$ cat src/rtl/nco_tone_detector.sv
// Tone detector for a sampled NCO/LUT stream: measures the period between rising
// zero crossings (with hysteresis), declares lock after LOCK_N matching periods.
module nco_tone_detector #(
   parameter int SAMPLE_W = 32,
   parameter int CNT_W    = 16,
   parameter int HYST     = 0,
   parameter int TOL      = 1,
   parameter int LOCK_N   = 3
) (
   input  logic                clk,
   input  logic                rst_n,
   input  logic                EN,
   input  logic [SAMPLE_W-1:0] d,
   output logic [CNT_W-1:0]    period,
   output logic                period_valid,
   output logic                locked,
   output logic                tone_lost,
   output logic [1:0]          fsm_state
);

   localparam logic [1:0] ST_IDLE    = 2'd0;
   localparam logic [1:0] ST_MEASURE = 2'd1;
   localparam logic [1:0] ST_LOCKED  = 2'd2;

   localparam logic signed [SAMPLE_W-1:0] HYST_P = SAMPLE_W'(HYST);
   localparam logic signed [SAMPLE_W-1:0] HYST_N = -HYST_P;

   logic [1:0]                 state;
   logic                       armed;
   logic                       have_prev;
   logic [CNT_W-1:0]           cnt;
   logic [3:0]                 mcnt;
   logic [3:0]                 mcnt_next;
   logic [CNT_W-1:0]           diff;
   logic signed [SAMPLE_W-1:0] d_s;
   logic                       arm_set;
   logic                       crossing;
   logic                       saturate;
   logic                       match;

   assign d_s       = d;
   assign arm_set   = d_s < HYST_N;
   assign crossing  = armed && (d_s >= HYST_P);
   assign saturate  = (&cnt) && !crossing;
   assign fsm_state = state;

   // The period register doubles as the previous period; have_prev gates the
   // comparison so the first period after IDLE never matches.
   always_comb begin
      diff = (cnt >= period) ? (cnt - period) : (period - cnt);
      match = have_prev && (diff <= CNT_W'(TOL));
      if (!match) mcnt_next = 4'd0;
      else if (mcnt >= 4'(LOCK_N)) mcnt_next = mcnt;
      else mcnt_next = mcnt + 4'd1;
   end

   always_ff @(posedge clk or negedge rst_n) begin
      if (!rst_n) begin
         state        <= ST_IDLE;
         armed        <= 1'b0;
         have_prev    <= 1'b0;
         cnt          <= '0;
         mcnt         <= 4'd0;
         period       <= '0;
         period_valid <= 1'b0;
         locked       <= 1'b0;
         tone_lost    <= 1'b0;
      end else begin
         period_valid <= 1'b0;
         tone_lost    <= 1'b0;
         if (EN) begin
            if (crossing) armed <= 1'b0;
            else if (arm_set) armed <= 1'b1;

            if (crossing) cnt <= {{(CNT_W-1){1'b0}}, 1'b1};
            else if (saturate) cnt <= '0;
            else cnt <= cnt + 1'b1;

            if (crossing) begin
               if (state == ST_IDLE) begin
                  state     <= ST_MEASURE;
                  have_prev <= 1'b0;
                  mcnt      <= 4'd0;
               end else begin
                  period       <= cnt;
                  period_valid <= 1'b1;
                  have_prev    <= 1'b1;
                  mcnt         <= mcnt_next;
                  if (mcnt_next == 4'(LOCK_N)) begin
                     state  <= ST_LOCKED;
                     locked <= 1'b1;
                  end else begin
                     state  <= ST_MEASURE;
                     locked <= 1'b0;
                  end
               end
            end

            // Counter overflow without a crossing means the tone is gone.
            if (saturate) begin
               state     <= ST_IDLE;
               locked    <= 1'b0;
               mcnt      <= 4'd0;
               armed     <= 1'b0;
               have_prev <= 1'b0;
               tone_lost <= 1'b1;
            end
         end
      end
   end

endmodule

$ cat config.mk
export PLATFORM = sky130hd
export DESIGN_NAME = nco_tone_detector
export DESIGN_NICKNAME = d
export VERILOG_FILES = /design/src/rtl/nco_tone_detector.sv
export SDC_FILE = /design/constraint.sdc
export NUM_CORES = 1
export LEC_CHECK = 0
export ABC_AREA = 1
export BUFFER_PORTS_ARGS = -buffer_cell sky130_fd_sc_hd__buf_2
export CORE_MARGIN = 1.5
export CORE_UTILIZATION = 30
export DETAILED_ROUTE_END_ITERATION = 8
export GPL_TIMING_DRIVEN = 1
export PLACE_DENSITY_LB_ADDON = 0.2
export SLEW_MARGIN = 30
export SYNTH_ARGS = -nofsm -noshare
export SYNTH_HDL_FRONTEND = slang
export SYNTH_SLANG_ARGS = --single-unit
export TNS_END_PERCENT = 1
$ cat constraint.sdc
create_clock -name clk -period 4.1 [get_ports clk]
set_input_delay 1.23 -clock clk [delete_from_list [all_inputs] [get_ports clk]]
set_output_delay 1.23 -clock clk [all_outputs]
set_load 0.05 [all_outputs]
==> results.py <==
metrics = {
    "global_routing": {
        "grt.busiest_layer": "met2",
        "grt_max_degree": 44,
        "grtUsageTotal": 0.1665,
        "overflow": 0,
        "met1_usage": 0.2216,
        "grt.met3_usage": 0.01496,
        "use_met2": 0.2747,
        "grt_pass1_wl_um": 18700,
        "grt_pass1_vias": 3884,
        "antenna_found_initial": 0,
    },
    "cts": {
        "cts-root-buf": "clkbuf_16",
        "cts.repair.resized": 0,
        "clk_pin_slew_ns": 0.06,
        "cts_sinks": 43,
        "holdBufCountCts": 0,
        "clk_path_buf_depth": 2,
        "worstSkewPairLatency_ns": 0.29,
        "cts_tree": "done",
        "post_cts_buffers": 0,
        "htree_levels": 2,
        "cts_inserted_buffers": 5,
    },
    "critical_path": {
        "reg2reg_depth": 20,
        "reg2reg_to": "fsm_state[0]",
        "critPathKind": "reg2reg",
        "critPathMaxFanout": 4,
        "cp_data_arrival_time_ns": 3.17,
        "rr_startpoint": "cnt[0]",
        "regToRegSetupSlack_ns": 1.11,
        "start_kind": "register",
        "endpoint_kind": "register",
        "required_ns": 4.28,
    },
    "placement": {
        "hpwl_um": 9284,
        "port_buffers": 24,
        "place_area_um2": 4293,
        "gp_congestion": 0.9406,
        "dp.cells": 838,
        "pre_cts_slack_ns": 0.9666,
    },
    "timing": {
        "drv_slew": 0,
        "post-route-period-util": 0.7289,
        "relSlewSlack": 0.5291,
        "worst_clock_skew_ns": 0.006775,
        "rsz0062_at_grt": "no",
        "max_freq_mhz": 334.6,
        "final.min_clock_period_ns": 2.988,
        "setup_viol": 0,
        "setup_ws_ns": 1.112,
        "hold_viol": 0,
        "fin_tns_setup_ns": 0,
        "tightest_slew_ns": 0.6999,
    },
    "detailed_routing": {
        "routed_wl_um": 11040,
        "drt-wirelength-per-cell_um": 13.05,
        "drtIter0Drc": 207,
        "dr.pass1.iters": 4,
        "drc_errors": 0,
        "via_per_inst": 4.684,
        "vias": 3963,
        "ant_nets": 0,
    },
    "floorplanning": {
        "io_pins": 56,
        "floorplan.initialDensity": 0.3117,
        "die_area_um2": 13970,
        "core.rowCount": 41,
        "die_h_um": 118.2,
        "die_w_um": 118.2,
        "core_um2": 12770,
    },
    "pwr": {
        "p_leak_nw": 2.507,
        "vdd_drop_max_uv": 304.1,
        "p_per_area_nw_per_um2": 678.7,
    },
    "layout": {
        "final_cell_mix": "nand2_1, inv_1, nand3_1",
        "diodes": 0,
        "final_common_cell": "nand2_1",
        "final_area_um2": 4449,
        "nets": 743,
        "drive_gt1_frac": 0.08902,
        "instances_no_fill": 846,
        "final.fill_count": 1433,
        "area_delta_synth_final_pct": 11.75,
        "fin_util": 0.3483,
    },
    "logic_synthesis": {
        "ys_seq_area_frac": 0.2703,
        "synthesis.instances": 649,
        "ys.warnings.count": 0,
        "synth-seq-cells": 43,
        "synth_nets": 719,
        "ys_types": 30,
        "syn_area_um2": 3981,
        "avgSynthCellArea_um2": 6.135,
    },
    "run_status": {
        "status": "completed",
    },
    "hold_path": {
        "hold_path.class": "reg2reg",
        "hold_path_end": "fsm_state[1]",
        "worstHoldStart": "fsm_state[1]",
        "min_path_cells": 2,
    },
    "flow_run": {
        "max_cap_violations": 0,
    },
}
[worst max path at each step]
stage               from           end  slack (ns)
2_1_floorplan  period[1]  fsm_state[0]        1.54
3_3_place_gp          EN       cnt[15]        0.93
3_5_place_dp          EN       cnt[15]        0.97
4_1_cts           cnt[0]  fsm_state[0]        1.13
5_1_grt           cnt[0]  fsm_state[0]        0.85
6_report          cnt[0]  fsm_state[0]        1.11
[metrics by stage]
stage	power (mW)	hold WS [ns]
6_report	3.020	0.5168
5_1_grt	3.362	0.5616
4_1_cts	3.031	0.5174
3_5_place_dp	2.597	0.5002
3_3_place_gp	2.577	0.4901
2_1_floorplan	2.132	0.4646
[cell usage after synthesis]
master,n,share of area
a211o_1,1,0.0022
a21boi_1,2,0.0038
a21oi_1,26,0.033
a21oi_2,2,0.0044
and2_1,2,0.0031
buf_2,3,0.0038
buf_4,1,0.0019
clkbuf_1,5,0.0047
clkinv_1,4,0.0038
dfrtp_1,43,0.27
fa_1,2,0.010
ha_1,33,0.10
inv_1,110,0.10
inv_2,7,0.0066
nand2_1,232,0.22
nand2_2,6,0.0094
nand3_1,48,0.060
nand3_2,3,0.0075
nand4_1,12,0.019
nor2_1,45,0.042
nor2_2,7,0.011
nor2_4,1,0.0028
nor3_1,13,0.016
nor3b_1,1,0.0019
nor4_1,3,0.0047
o21ai_0,28,0.035
o21ai_1,3,0.0038
o21bai_1,1,0.0019
or2_2,1,0.0016
xor2_1,4,0.0088
[registers in the layout (all words and copies together) (netlist names)]
register / flops
cnt: 16
period_valid: 1
locked: 1
have_prev: 1
armed: 1
fsm_state: 2
tone_lost: 1
period: 16
mcnt: 4
[worst max-delay path, stage by stage (launching register included)]
cell and delay, ns:
dfrtp_1 0.42, inv_1 0.14, ha_1 0.17, inv_1 0.10
fa_1 0.42, nand3_1 0.11, nand2_1 0.12, nand2_2 0.10
nand2_1 0.11, nand2_1 0.08, nand2_1 0.06, nor2_1 0.10
nand2_1 0.06, nor2_1 0.16, nand2_1 0.07, nand2_1 0.06
nand2_1 0.05, nor2_1 0.22, nand4_1 0.21, nand2_1 0.10
inv_1 0.04
[power breakdown]
group / switching (mW) / total, mW / internal (mW)
logic: 1.43 / 2.07 / 0.639
clock network: 0.162 / 0.421 / 0.259
registers: 0.0586 / 0.531 / 0.473
total: 1.65 / 3.02 / 1.37
[metal layers]
layer	wire length, um	vias to the layer above	share of wire
li1	-	2065	-
met1	5456	1802	0.49
met3	243	23	0.022
met5	0	-	0
met4	359	0	0.033
met2	4985	73	0.45
[kinds of logic after synthesis]
family                     after synthesis  share of synthesized area
adders and majority gates               35                     0.1138
DFF                                     43                     0.2703
xor gates and xnor gates                 4                   0.008799
buffers and inverters                  130                     0.1245
AOI/OAI and AO/OA                       63                    0.08391
and+or+nand+nor                        374                     0.3988
[cell type report]
| cell class | instances | area (um2) | area share |
|---|---|---|---|
| flip-flops and latches | 43 | 1076 | 0.2418 |
| clock buffers | 8 | 156.4 | 0.03515 |
| multi-input cells | 476 | 2410 | 0.5416 |
| well taps | 172 | 215.2 | 0.04837 |
| inverters | 121 | 454.2 | 0.1021 |
| repair buffers | 26 | 137.6 | 0.03093 |
Power figures use the tool's default switching activity.
